File: src/rtl/rpn_sequencer.sv
// RPN token front-end for the stack ALU: buffers postfix tokens, issues one ALU opcode
// per cycle, tracks stack depth locally and reports each expression's result or error.
module rpn_sequencer #(
  parameter int DATA_WIDTH = 8,
  parameter int FIFO_DEPTH = 8,
  parameter int STACK_SIZE = 64
) (
  input  logic                  clk_i,
  input  logic                  rst_i,
  input  logic                  tok_valid_i,
  output logic                  tok_ready_o,
  input  logic [1:0]            tok_kind_i,
  input  logic [DATA_WIDTH-1:0] tok_value_i,
  output logic [2:0]            alu_opcode_o,
  output logic [DATA_WIDTH-1:0] alu_data_o,
  input  logic [DATA_WIDTH-1:0] alu_result_i,
  input  logic                  alu_overflow_i,
  output logic                  res_valid_o,
  output logic [DATA_WIDTH-1:0] res_data_o,
  output logic                  res_error_o,
  output logic                  busy_o
);
  localparam int AW  = (FIFO_DEPTH > 1) ? $clog2(FIFO_DEPTH) : 1;
  localparam int DPW = $clog2(STACK_SIZE + 1);
  localparam int TW  = DATA_WIDTH + 2;

  localparam logic [2:0] OP_NOP  = 3'b000;
  localparam logic [2:0] OP_PUSH = 3'b110;
  localparam logic [2:0] OP_ADD  = 3'b100;
  localparam logic [2:0] OP_MUL  = 3'b101;
  localparam logic [2:0] OP_POP  = 3'b111;

  localparam logic [1:0] K_OPND = 2'b00;
  localparam logic [1:0] K_ADD  = 2'b01;
  localparam logic [1:0] K_MUL  = 2'b10;
  localparam logic [1:0] K_END  = 2'b11;

  typedef enum logic [2:0] {S_RUN, S_WAIT1, S_WAIT2, S_FLUSH, S_DRAIN} state_t;

  // ---------------- token FIFO ----------------
  logic [TW-1:0] mem_q [FIFO_DEPTH];
  logic [AW-1:0] wr_ptr_q, rd_ptr_q;
  logic [AW:0]   cnt_q;
  logic          fifo_full, fifo_empty, push, pop;
  logic [1:0]            head_kind;
  logic [DATA_WIDTH-1:0] head_val;

  assign fifo_full   = (cnt_q == (AW+1)'(FIFO_DEPTH));
  assign fifo_empty  = (cnt_q == '0);
  assign tok_ready_o = !fifo_full;
  assign push        = tok_valid_i && tok_ready_o;
  assign head_kind   = mem_q[rd_ptr_q][TW-1 -: 2];
  assign head_val    = mem_q[rd_ptr_q][DATA_WIDTH-1:0];

  always_ff @(posedge clk_i) begin
    if (push) mem_q[wr_ptr_q] <= {tok_kind_i, tok_value_i};
  end

  always_ff @(posedge clk_i or posedge rst_i) begin
    if (rst_i) begin
      wr_ptr_q <= '0;
      rd_ptr_q <= '0;
      cnt_q    <= '0;
    end else begin
      if (push) wr_ptr_q <= wr_ptr_q + AW'(1);
      if (pop)  rd_ptr_q <= rd_ptr_q + AW'(1);
      cnt_q <= cnt_q + (AW+1)'(push) - (AW+1)'(pop);
    end
  end

  // ---------------- sequencer FSM ----------------
  state_t                state_q, state_d;
  logic [DPW-1:0]        depth_q, depth_d;
  logic                  err_q, err_d;
  logic [2:0]            op_q, op_d;
  logic [DATA_WIDTH-1:0] data_q, data_d;
  logic                  rv_q, rv_d;
  logic [DATA_WIDTH-1:0] rd_q, rd_d;
  logic                  re_q, re_d;

  always_ff @(posedge clk_i or posedge rst_i) begin
    if (rst_i) begin
      state_q <= S_RUN;
      depth_q <= '0;
      err_q   <= 1'b0;
      op_q    <= OP_NOP;
      data_q  <= '0;
      rv_q    <= 1'b0;
      rd_q    <= '0;
      re_q    <= 1'b0;
    end else begin
      state_q <= state_d;
      depth_q <= depth_d;
      err_q   <= err_d;
      op_q    <= op_d;
      data_q  <= data_d;
      rv_q    <= rv_d;
      rd_q    <= rd_d;
      re_q    <= re_d;
    end
  end

  always_comb begin
    state_d = state_q;
    depth_d = depth_q;
    // DRAIN pops only unwind the ALU stack, so their overflow is meaningless
    err_d   = err_q | (alu_overflow_i && (state_q != S_DRAIN));
    op_d    = OP_NOP;
    data_d  = data_q;
    rv_d    = 1'b0;
    rd_d    = rd_q;
    re_d    = re_q;
    pop     = 1'b0;
    case (state_q)
      S_RUN: begin
        if (!fifo_empty) begin
          pop = 1'b1;
          case (head_kind)
            K_OPND: begin
              if (depth_q < DPW'(STACK_SIZE)) begin
                op_d    = OP_PUSH;
                data_d  = head_val;
                depth_d = depth_q + DPW'(1);
              end else begin
                err_d   = 1'b1;
                state_d = S_FLUSH;
              end
            end
            K_ADD, K_MUL: begin
              if (depth_q >= DPW'(2)) begin
                op_d    = (head_kind == K_ADD) ? OP_ADD : OP_MUL;
                depth_d = depth_q - DPW'(1);
              end else begin
                err_d   = 1'b1;
                state_d = S_FLUSH;
              end
            end
            default: begin
              if (depth_q == DPW'(1)) begin
                op_d    = OP_POP;
                depth_d = '0;
                state_d = S_WAIT1;
              end else begin
                err_d   = 1'b1;
                state_d = S_DRAIN;
              end
            end
          endcase
        end
      end
      S_WAIT1: state_d = S_WAIT2;
      S_WAIT2: begin
        rv_d    = 1'b1;
        re_d    = err_d;
        rd_d    = err_d ? '0 : alu_result_i;
        err_d   = 1'b0;
        state_d = S_RUN;
      end
      S_FLUSH: begin
        if (!fifo_empty) begin
          pop = 1'b1;
          if (head_kind == K_END) state_d = S_DRAIN;
        end
      end
      S_DRAIN: begin
        if (depth_q != '0) begin
          op_d    = OP_POP;
          depth_d = depth_q - DPW'(1);
        end else begin
          rv_d    = 1'b1;
          re_d    = 1'b1;
          rd_d    = '0;
          err_d   = 1'b0;
          state_d = S_RUN;
        end
      end
      default: state_d = S_RUN;
    endcase
  end

  assign alu_opcode_o = op_q;
  assign alu_data_o   = data_q;
  assign res_valid_o  = rv_q;
  assign res_data_o   = rd_q;
  assign res_error_o  = re_q;
  assign busy_o       = !((state_q == S_RUN) && fifo_empty);

endmodule

File: config.mk
export PLATFORM = sky130hd
export DESIGN_NAME = rpn_sequencer
export DESIGN_NICKNAME = d
export VERILOG_FILES = /design/src/rtl/rpn_sequencer.sv
export SDC_FILE = /design/constraint.sdc
export NUM_CORES = 1
export LEC_CHECK = 0
export CAP_MARGIN = 10
export CORE_UTILIZATION = 40
export DETAILED_ROUTE_END_ITERATION = 7
export PLACE_DENSITY = 0.56
export SKIP_CTS_REPAIR_TIMING = 1
export SLEW_MARGIN = 20
export SYNTH_ARGS = -nofsm -noshare
export SYNTH_HDL_FRONTEND = slang
export SYNTH_SLANG_ARGS = --single-unit
File: constraint.sdc
create_clock -name clk_i -period 4.1 [get_ports clk_i]
set_input_delay 0.41 -clock clk_i [delete_from_list [all_inputs] [get_ports clk_i]]
set_output_delay 0.41 -clock clk_i [all_outputs]
set_load 0.02 [all_outputs]
# ---- Yosys cells after proc, flatten, opt, wreduce, memory -nomap -nowiden
# Memories as Yosys holds them, arrays and structs flattened.
# Index checks and enable logic that the tools add are counted.
dict set report totals {
  ff_bits 42
  ram_bits 80
  latch_bits 0
  romBits 0
  n_memories 1
  output_inout_bits 23
}
# name words width read_ports rd_ports_with_merged_regs write_ports line_no
set mem_list {}
lappend mem_list {mem_q 8 10 1 0 1 41} ;# logic [TW-1:0] mem_q [FIFO_DEPTH];
dict set report op_classes {
  div_mod_pow 0
  reduce_logical 17
  n_mul 0
  eq_ne 20
  n_bitwise 2
  muxes 42
  add_sub_neg 6
  n_shift 0
  order_cmp 2
}
# op count
set op_table {}
lappend op_table {{2-to-1 mux 3 bit} 12}
lappend op_table {{2-to-1 mux 7 bit} 5}
lappend op_table {{one-hot mux 7 bit (2 select lines)} 2}
lappend op_table {{one-hot mux 3 bit (2 select lines)} 3}
lappend op_table {{2-to-1 mux 8 bit} 2}
lappend op_table {{one-hot mux 8 bit (2 select lines)} 1}
lappend op_table {{inequality test 3 bit (second input constant)} 5}
lappend op_table {{2-to-1 mux 1 bit} 12}
lappend op_table {{one-hot mux 3 bit (4 select lines)} 1}
lappend op_table {{AND reduction 6 bit} 2}
lappend op_table {{inequality test 2 bit (second input constant)} 5}
lappend op_table {{adder 7 x 1 -> 7 bit (second input constant)} 1}
lappend op_table {{== test 7 x 1 -> 1 bit (second input constant)} 1}
lappend op_table {{>= comparator 7 x 2 -> 1 bit (second input constant)} 1}
lappend op_table {{less-than comparator 7 bit (second input constant)} 1}
lappend op_table {{nonzero test 7 bit} 1}
lappend op_table {{subtractor 7 x 1 -> 7 bit (second input constant)} 1}
lappend op_table {{adder 3 x 1 -> 3 bit (second input constant)} 2}
lappend op_table {{== test 3 x 2 -> 1 bit (second input constant)} 2}
lappend op_table {{one-hot mux 1 bit (2 select lines)} 3}
lappend op_table {{adder 4 x 1 -> 4 bit} 1}
lappend op_table {{== test 2 bit (second input constant)} 2}
lappend op_table {{== test 4 bit (second input constant)} 1}
lappend op_table {{zero test 4 bit} 1}
lappend op_table {{16 further kinds} 21}

# ---- Depth between registers and ports, before layout
# Gate-level depths: netlist of the first run.
dict set report logic_depth {
  ltp_word 7
  mapped_depth 11
}

# ---- Worst setup path before layout of the first run
# OpenSTA, ideal clock, no wires.
dict set report synth_path {
  path_type {register to register}
  startpoint {reg rd_ptr_q[0]}
  endpoint {reg depth_q[6]}
  synth_period_minus_slack_ps 3077
  t_required_ps 3982
  arrival_time_ps 2958
  path_stages_with_launch 10
  setup_time_ps 118
  setup_slack_ps 1023
  path_cell_list {dfrtp_1 > buf_2 > mux4_2 > mux2i_1 > ha_1 > or4b_2 > o211ai_1 > a221o_2 > a211o_1 > o21ai_2}
}
dict set report synth_between {
  elab_chain_len 6
  elab_cells_between_ends 12
}
# element line_no
set synth_rtl {}
lappend synth_rtl {{start: declaration} 42} ;# logic [AW-1:0] wr_ptr_q, rd_ptr_q;
lappend synth_rtl {{start signal: assignment} 66} ;# if (pop) rd_ptr_q <= rd_ptr_q + AW'(1);
lappend synth_rtl {{memory read (8 x 10 bit) (*)} n/a}
lappend synth_rtl {{== test 2 x 1 -> 1 bit / == test 2 bit (equally long branches)} 118} ;# case (head_kind)
lappend synth_rtl {{OR reduction 2 bit} 118}
lappend synth_rtl {{one-hot mux 7 bit (2 select lines)} 118}
lappend synth_rtl {{2-to-1 mux 7 bit} 116} ;# if (!fifo_empty) begin
lappend synth_rtl {{one-hot mux 7 bit (2 select lines)} 114} ;# case (state_q)
lappend synth_rtl {{end signal: assignment} 93} ;# depth_q <= depth_d;
lappend synth_rtl {{end: declaration} 73} ;# logic [DPW-1:0] depth_q, depth_d;
# Mark *: on every way between the ends. The rest lies on a longest branch, timed or not. The select of a mux whose other input is x is not followed.
# A chain may end at the register's enable or synchronous reset.

# ---- Worst setup path after layout of the first run
dict set report layout_path {
  startpoint {reg rd_ptr_q[0]}
  endpoint {reg depth_q[2]}
}
# Same word-level chain as after synthesis.

==> metrics.md, run 1 <==
| Metric | Value |
|---|---|
| Final slew viol count | `0` |
| VDD IR max | `0.247 mV` |
| Max Cap Viol | `0` |
| Post-synth EDFFs | `80` |
| Global placer's final weighted congestion | `0.820` |
| Leak Pwr | `2.48 nW` |
| Worst setup path category | `flop to flop` |
| Initial core utilization | `0.415` |
| Core area | `12800 µm²` |
| Antenna Cells | `0` |
| Clock Latency Late Sink | `0.42 ns` |
| CP arrival | `3.64 ns` |
| NumNets Final | `459` |
| Drt total wl | `10600 µm` |
| Ports | `45` |
| Ys flop type | `edfxtp_1` |
| Hold Slack | `0.422 ns` |
| Die area | `13800 µm²` |
| Yosys cell types | `57` |
| Detail Route met3 WL | `508 µm` |
| Count leader, synth | `edfxtp_1` |
| Clock tree buffer depth | `2` |
| Synth Instances | `360` |
| Synth top area cells | `edfxtp_1 (45%), dfrtp_1 (20%), mux4_2 (8.5%)` |
| Worst-path fanout max | `10` |
| Count of final setup violators | `0` |
| First-iteration detailed-routing DRC count | `256` |
| DRC errors left | `0` |
| Part of the cycle the worst path needs | `0.809` |
| DRT Pass-1 Iters | `4` |
| GRT overflow | `0` |
| Clock Tree Root | `clkbuf_16` |
| Req. time, crit path | `4.42 ns` |
| Core Util, Final | `0.511` |
| Die Width | `117 µm` |
| # fillers | `1107` |
| Area Growth Syn to Fin | `23.0%` |
| Per-cell routed wire length | `17.6 µm` |
| RSZ-0062 raised after global routing | `no` |
| Inserted Clock Buffers | `17` |
| Fin Setup TNS | `0 ns` |
| Tot GR Track Use | `0.169` |
| Sequential-to-total area share from yosys stat | `0.648` |
| Status | `completed` |
| Share of the synthesized area in the top cell type | `0.451` |
| Crit. End Element | `flop` |
| Share of layout cells above drive strength 1 | `0.176` |
| Synth warnings | `0` |
| Final Power | `5.57 mW` |
| Multi-input logic area | `1750 µm²` |
| DP Wirelength | `6930 µm` |
| Average size of a mapped cell | `14.8 µm²` |
| Tightest Pin Transition | `0.778 ns` |
| Largest area contributor in the netlist | `edfxtp_1` |
| Cell area after synthesis | `5330 µm²` |
| First-pass GRT wire length | `17400 µm` |
| M1 wire length | `4860 µm` |
| Met2 routed WL | `5070 µm` |
| Top routing layer in use | `met4` |
| IO buf count | `44` |
| Row count | `41` |
| Max Fclk | `0.301 GHz` |
| CP startpoint kind | `flop` |
| Die height | `117 µm` |
| Tmin final | `3.32 ns` |
| CTS H-Tree Depth | `4` |
| Post-synth net total | `399` |
| Routed Antenna Nets | `0` |
| Worst Skew | `0.00470 ns` |
| Power per Cell Area | `850 nW/µm²` |
| Vias per cell | `5.37` |
| Storage element area | `3450 µm²` |
| Vias in the first global route | `3295` |
| Synth top cells by count | `edfxtp_1 (80), dfrtp_1 (42), nand2_1 (27), o21ai_0 (22), mux4_2 (20)` |
| Total number of vias | `3245` |
| TritonCTS clock tree | `yes` |
| #FFs+latches synth | `122` |
| Final hold vios | `0` |
| Initial antenna violation count | `0` |
| CTS sink cnt | `122` |
| Max-Slew Margin vs Limit | `0.478` |
| Async S/R FF share, synth | `0.344` |
| Worst Hold Class | `input port to async pin` |
| Pin count of the biggest net entering global routing | `43` |
| Clk slew on worst S/H paths | `0.06 ns` |
## sequential cells by signal (all words and copies together) (netlist names)
| name | cells |
|---|---|
| res_error_o | 1 |
| res_data_o | 8 |
| state_q | 3 |
| alu_data_o | 8 |
| alu_opcode_o | 3 |
| err_q | 1 |
| depth_q | 7 |
| mem_q | 80 |
| cnt_q | 4 |
| res_valid_o | 1 |
| rd_ptr_q | 3 |
| wr_ptr_q | 3 |
## through the flow
stage / setup slack, ns / cell area (µm²) / cells
2_1_floorplan: 1.02 / 5330 / 360
3_3_place_gp: 0.837 / 6000 / 573
3_5_place_dp: 0.784 / 6000 / 573
4_1_cts: 0.776 / 6550 / 604
5_1_grt: 0.511 / 6560 / 604
6_report: 0.781 / 6560 / 604
## cells by family (layout without fill, tap and decap cells)
| family | count (synthesis) | after routing | synth area share |
|---|---|---|---|
| AO/OA/AOI/OAI | 73 | 73 | 0.0986 |
| XOR/XNOR | 5 | 5 | 0.00822 |
| adder cells (fa/ha/maj) | 17 | 17 | 0.0413 |
| buffers and inverters | 32 | 104 | 0.0251 |
| flip-flops | 122 | 122 | 0.648 |
| multiplexers | 32 | 32 | 0.108 |
| AND/OR/NAND/NOR | 79 | 79 | 0.0709 |
## power breakdown
group,internal (mW),switching [mW]
logic,1.03,1.28
clock network,0.829,0.556
registers,1.65,0.235
total,3.51,2.07
## layer usage
metal | vias to the layer above | global-route usage
li1 | 1504 | -
met1 | 1639 | 0.217
met2 | 87 | 0.264
met3 | 15 | 0.0535
met4 | 0 | 0.0666
met5 | - | 0
## cells in the final DEF (no fill, tap or decap), types with 3 or more instances in the layout
master	instances
clkbuf_16	17
a22o_1	9
mux2i_1	10
dfrtp_1	42
o21ai_0	22
inv_1	17
a21oi_1	9
a211oi_1	3
mux4_2	20
nor3_1	10
xor2_1	3
nand3_1	9
nand2_1	27
inv_6	4
edfxtp_1	80
o211ai_1	3
o22ai_1	3
buf_4	11
clkdlybuf4s50_1	44
clkinv_1	3
ha_1	16
or2_2	3
clkinvlp_4	3
nor2_1	15
## worst paths after layout
kind | from | end | slack [ns] | cells after the start
setup / recovery | rd_ptr_q[0] | depth_q[2] | 0.78 | 8
hold / removal | rst_i | alu_data_o[0] | 0.42 | 3
setup reg to reg | rd_ptr_q[0] | depth_q[2] | 0.78 | 8
hold reg to reg | alu_data_o[0] | alu_data_o[0] | 0.48 | 2
max in group asynchronous | rst_i | cnt_q[2] | 3.29 | 3
min in group clk_i | alu_data_o[0] | alu_data_o[0] | 0.48 | 2
## worst max-delay path: stages (launching register included)
cell      delay [ns]
dfrtp_1         0.67
mux4_2          0.56
mux2i_1         0.26
ha_1            0.30
or4b_2          0.63
o211ai_1        0.34
a221o_2         0.26
o21ai_0         0.10
o31ai_1         0.09
## area by class of cell
class,count,share of cell area
Clock buffer,17,0.0649
Clock inverter,14,0.0187
Inverter,18,0.0103
Multi-Input combinational cell,206,0.267
Sequential cell,122,0.527
Tap cell,172,0.0328
Timing Repair Buffer,55,0.0798
Power figures use the tool's default switching activity.
==> inputs of run 2 (changes only) <==
--- a/config.mk
+++ b/config.mk
@@ -8,7 +8,7 @@
 export CAP_MARGIN = 10
 export CORE_UTILIZATION = 40
 export DETAILED_ROUTE_END_ITERATION = 7
-export PLACE_DENSITY = 0.56
+export PLACE_DENSITY = 0.58
 export SKIP_CTS_REPAIR_TIMING = 1
 export SLEW_MARGIN = 20
 export SYNTH_ARGS = -nofsm -noshare
==> constraint.sdc (replaced) <==
create_clock -name clk_i -period 2.73 [get_ports clk_i]
set_input_delay 0.273 -clock clk_i [delete_from_list [all_inputs] [get_ports clk_i]]
set_output_delay 0.273 -clock clk_i [all_outputs]
set_load 0.02 [all_outputs]
==> run 2 against run 1 <==
  * The flow now finishes with violations (setup timing)
  * Die area unchanged
  * Clock skew increased by 0.0012 ns
  * Highest routed layer unchanged
  * Non-clock buffer count increased by 17
==> metrics.md, run 2 (synthesis gave the netlist of run 1 again) <==
| Metric | Value |
|---|---|
| DRT Pass-1 Iters | `4 (unchanged)` |
| Per-cell routed wire length | `17.3 µm (was 17.6 µm)` |
| Routed Antenna Nets | `0 (unchanged)` |
| Worst setup path category | `flop to flop (unchanged)` |
| Ports | `45 (unchanged)` |
| Worst Skew | `0.00586 ns (was 0.00470 ns)` |
| Worst r2r dst | `depth_q[3] (was depth_q[2])` |
| Max reg flops | `80 (unchanged)` |
| Slowest stage delay, CP | `0.55 ns (was 0.67 ns)` |
| Status | `finished with violations (was completed)` |
| GRT overflow | `0 (unchanged)` |
| Tmin final | `2.76 ns (was 3.32 ns)` |
| Cell at the slowest stage of the critical path | `mux4_2 (was dfrtp_1)` |
| Max Cap Viol | `0 (unchanged)` |
| First-iteration detailed-routing DRC count | `210 (was 256)` |
| DRC errors left | `0 (unchanged)` |
| Failing checks | `setup timing` |
| Die height | `117 µm (unchanged)` |
| Power per Cell Area | `1340 nW/µm² (was 850 nW/µm²)` |
| Clock tree buffer depth | `2 (unchanged)` |
| Global placer's final weighted congestion | `0.803 (was 0.820)` |
| Leak Pwr | `2.60 nW (was 2.48 nW)` |
| Drt total wl | `10700 µm (was 10600 µm)` |
| NumNets Final | `476 (was 459)` |
| Initial core utilization | `0.415 (unchanged)` |
| Worst path cell trace | `mux4_2, mux2i_4, ha_4, or4b_4, o211ai_1, buf_4, a221oi_4, buf_6, a32o_1 (was mux4_2, mux2i_1, ha_1, or4b_2, o211ai_1, a221o_2, o21ai_0, o31ai_1)` |
| Row count | `41 (unchanged)` |
| DP Wirelength | `7000 µm (was 6930 µm)` |
| CTS sink cnt | `122 (unchanged)` |
| Req. time, crit path | `3.02 ns (was 4.42 ns)` |
| Area Growth Syn to Fin | `27.8% (was 23.0%)` |
| Vias in the first global route | `3388 (was 3295)` |
| First-pass GRT wire length | `17900 µm (was 17400 µm)` |
| Inserted Clock Buffers | `17 (unchanged)` |
| Share of layout cells above drive strength 1 | `0.222 (was 0.176)` |
| Pin count of the biggest net entering global routing | `43 (unchanged)` |
| RSZ-0062 raised after global routing | `yes (was no)` |
| VDD IR max | `0.621 mV (was 0.247 mV)` |
| Final slew viol count | `0 (unchanged)` |
| Most common cell after layout, fill and taps aside | `edfxtp_1 (unchanged)` |
| IO buf count | `44 (unchanged)` |
| Final Power | `9.13 mW (was 5.57 mW)` |
| Core area | `12800 µm² (unchanged)` |
| Total number of vias | `3255 (was 3245)` |
| Pre-CTS setup slack | `-0.128 ns (was 0.784 ns)` |
| Tightest Pin Transition | `0.587 ns (was 0.778 ns)` |
| Antenna Cells | `0 (unchanged)` |
| CP arrival | `3.05 ns (was 3.64 ns)` |
| Worst Hold Class | `input port to async pin (unchanged)` |
| Final hold vios | `0 (unchanged)` |
| CTS H-Tree Depth | `4 (unchanged)` |
| Final WS setup | `-0.0277 ns (was 0.781 ns)` |
| Die area | `13800 µm² (unchanged)` |
| Max-Slew Margin vs Limit | `0.606 (was 0.478)` |
| Design Area, Final | `6810 µm² (was 6560 µm²)` |
| Clock Latency Late Sink | `0.40 ns (was 0.42 ns)` |
| Reg with most FFs | `mem_q (unchanged)` |
| Worst-path fanout max | `6 (was 10)` |
| Initial antenna violation count | `0 (unchanged)` |
| Most frequent cells in the layout | `edfxtp_1 (80), clkdlybuf4s50_1 (44), dfrtp_1 (41) (was edfxtp_1 (80), clkdlybuf4s50_1 (44), dfrtp_1 (42))` |
| Max Fclk | `0.363 GHz (was 0.301 GHz)` |
| Tot GR Track Use | `0.172 (was 0.169)` |
| Vias per cell | `5.23 (was 5.37)` |
| Post-DP Area | `6110 µm² (was 6000 µm²)` |
| Crit. End Element | `flop (unchanged)` |
| Clk slew on worst S/H paths | `0.06 ns (about the same)` |
| Count of final setup violators | `3 (was 0)` |
| Clock Tree Root | `clkbuf_16 (unchanged)` |
| TritonCTS clock tree | `yes (unchanged)` |
| Die Width | `117 µm (unchanged)` |
| R2r startpoint | `rd_ptr_q[0] (unchanged)` |
| Part of the cycle the worst path needs | `1.01 (was 0.809)` |
| CP startpoint kind | `flop (unchanged)` |
| FF-to-FF path depth | `9 (was 8)` |
| R2R setup slack | `-0.03 ns (was 0.78 ns)` |
==> run 2: worst max-delay path by stage <==
stage,startpoint,endpoint,slack (ns)
6_report,rd_ptr_q[0],depth_q[3],-0.03
5_1_grt,rd_ptr_q[0],depth_q[3],-0.11
4_1_cts,rd_ptr_q[0],depth_q[3],-0.16
3_5_place_dp,rd_ptr_q[0],depth_q[3],-0.13
3_3_place_gp,rd_ptr_q[0],depth_q[3],-0.06
2_1_floorplan,rd_ptr_q[0],depth_q[6],-0.1
==> run 2: where the power goes <==
| part | internal [mW] | switching [mW] |
|---|---|---|
| Sequential | 2.48 | 0.351 |
| Clock | 1.53 | 0.816 |
| Combinational | 1.90 | 2.06 |
==> run 2: critical path: cells and delay by family, from the launching register on <==
kind / cells / cell delay, ns
adder cells (fa/ha/maj): 1 / 0.16
flip-flops: 1 / 0.45
AND/OR/NAND/NOR: 1 / 0.46
multiplexers: 2 / 0.78
AO/OA/AOI/OAI: 3 / 0.48
buffers and inverters: 2 / 0.31
==> run 2: layout make-up <==
class	instances	area (µm²)
sequential	122	3450
clock buffer	18	429
multi-input combinational	206	1790
fill	1056	6010
clock inverter	14	195
timing repair buffer	72	654
tap	172	215
inverter	18	67.6
==> run 2: per-layer routing <==
metal / vias to the layer above / share of wire / track usage
met5: - / 0 / 0
met4: 0 / 0.016 / 0.0722
met3: 14 / 0.042 / 0.0501
met2: 89 / 0.49 / 0.272
met1: 1615 / 0.45 / 0.220
li1: 1537 / - / -
==> run 2: metrics by stage <==
stage	instances	setup TNS (ns)	utilization	hold slack, ns
after floorplan	360	-0.382	-	0.372
after global placement	587	-0.0732	0.477	0.471
after detailed placement	587	-0.457	0.477	0.474
after CTS	619	-0.699	0.525	0.322
after global routing	622	-0.639	0.531	0.373
final	622	-0.0406	0.531	0.306
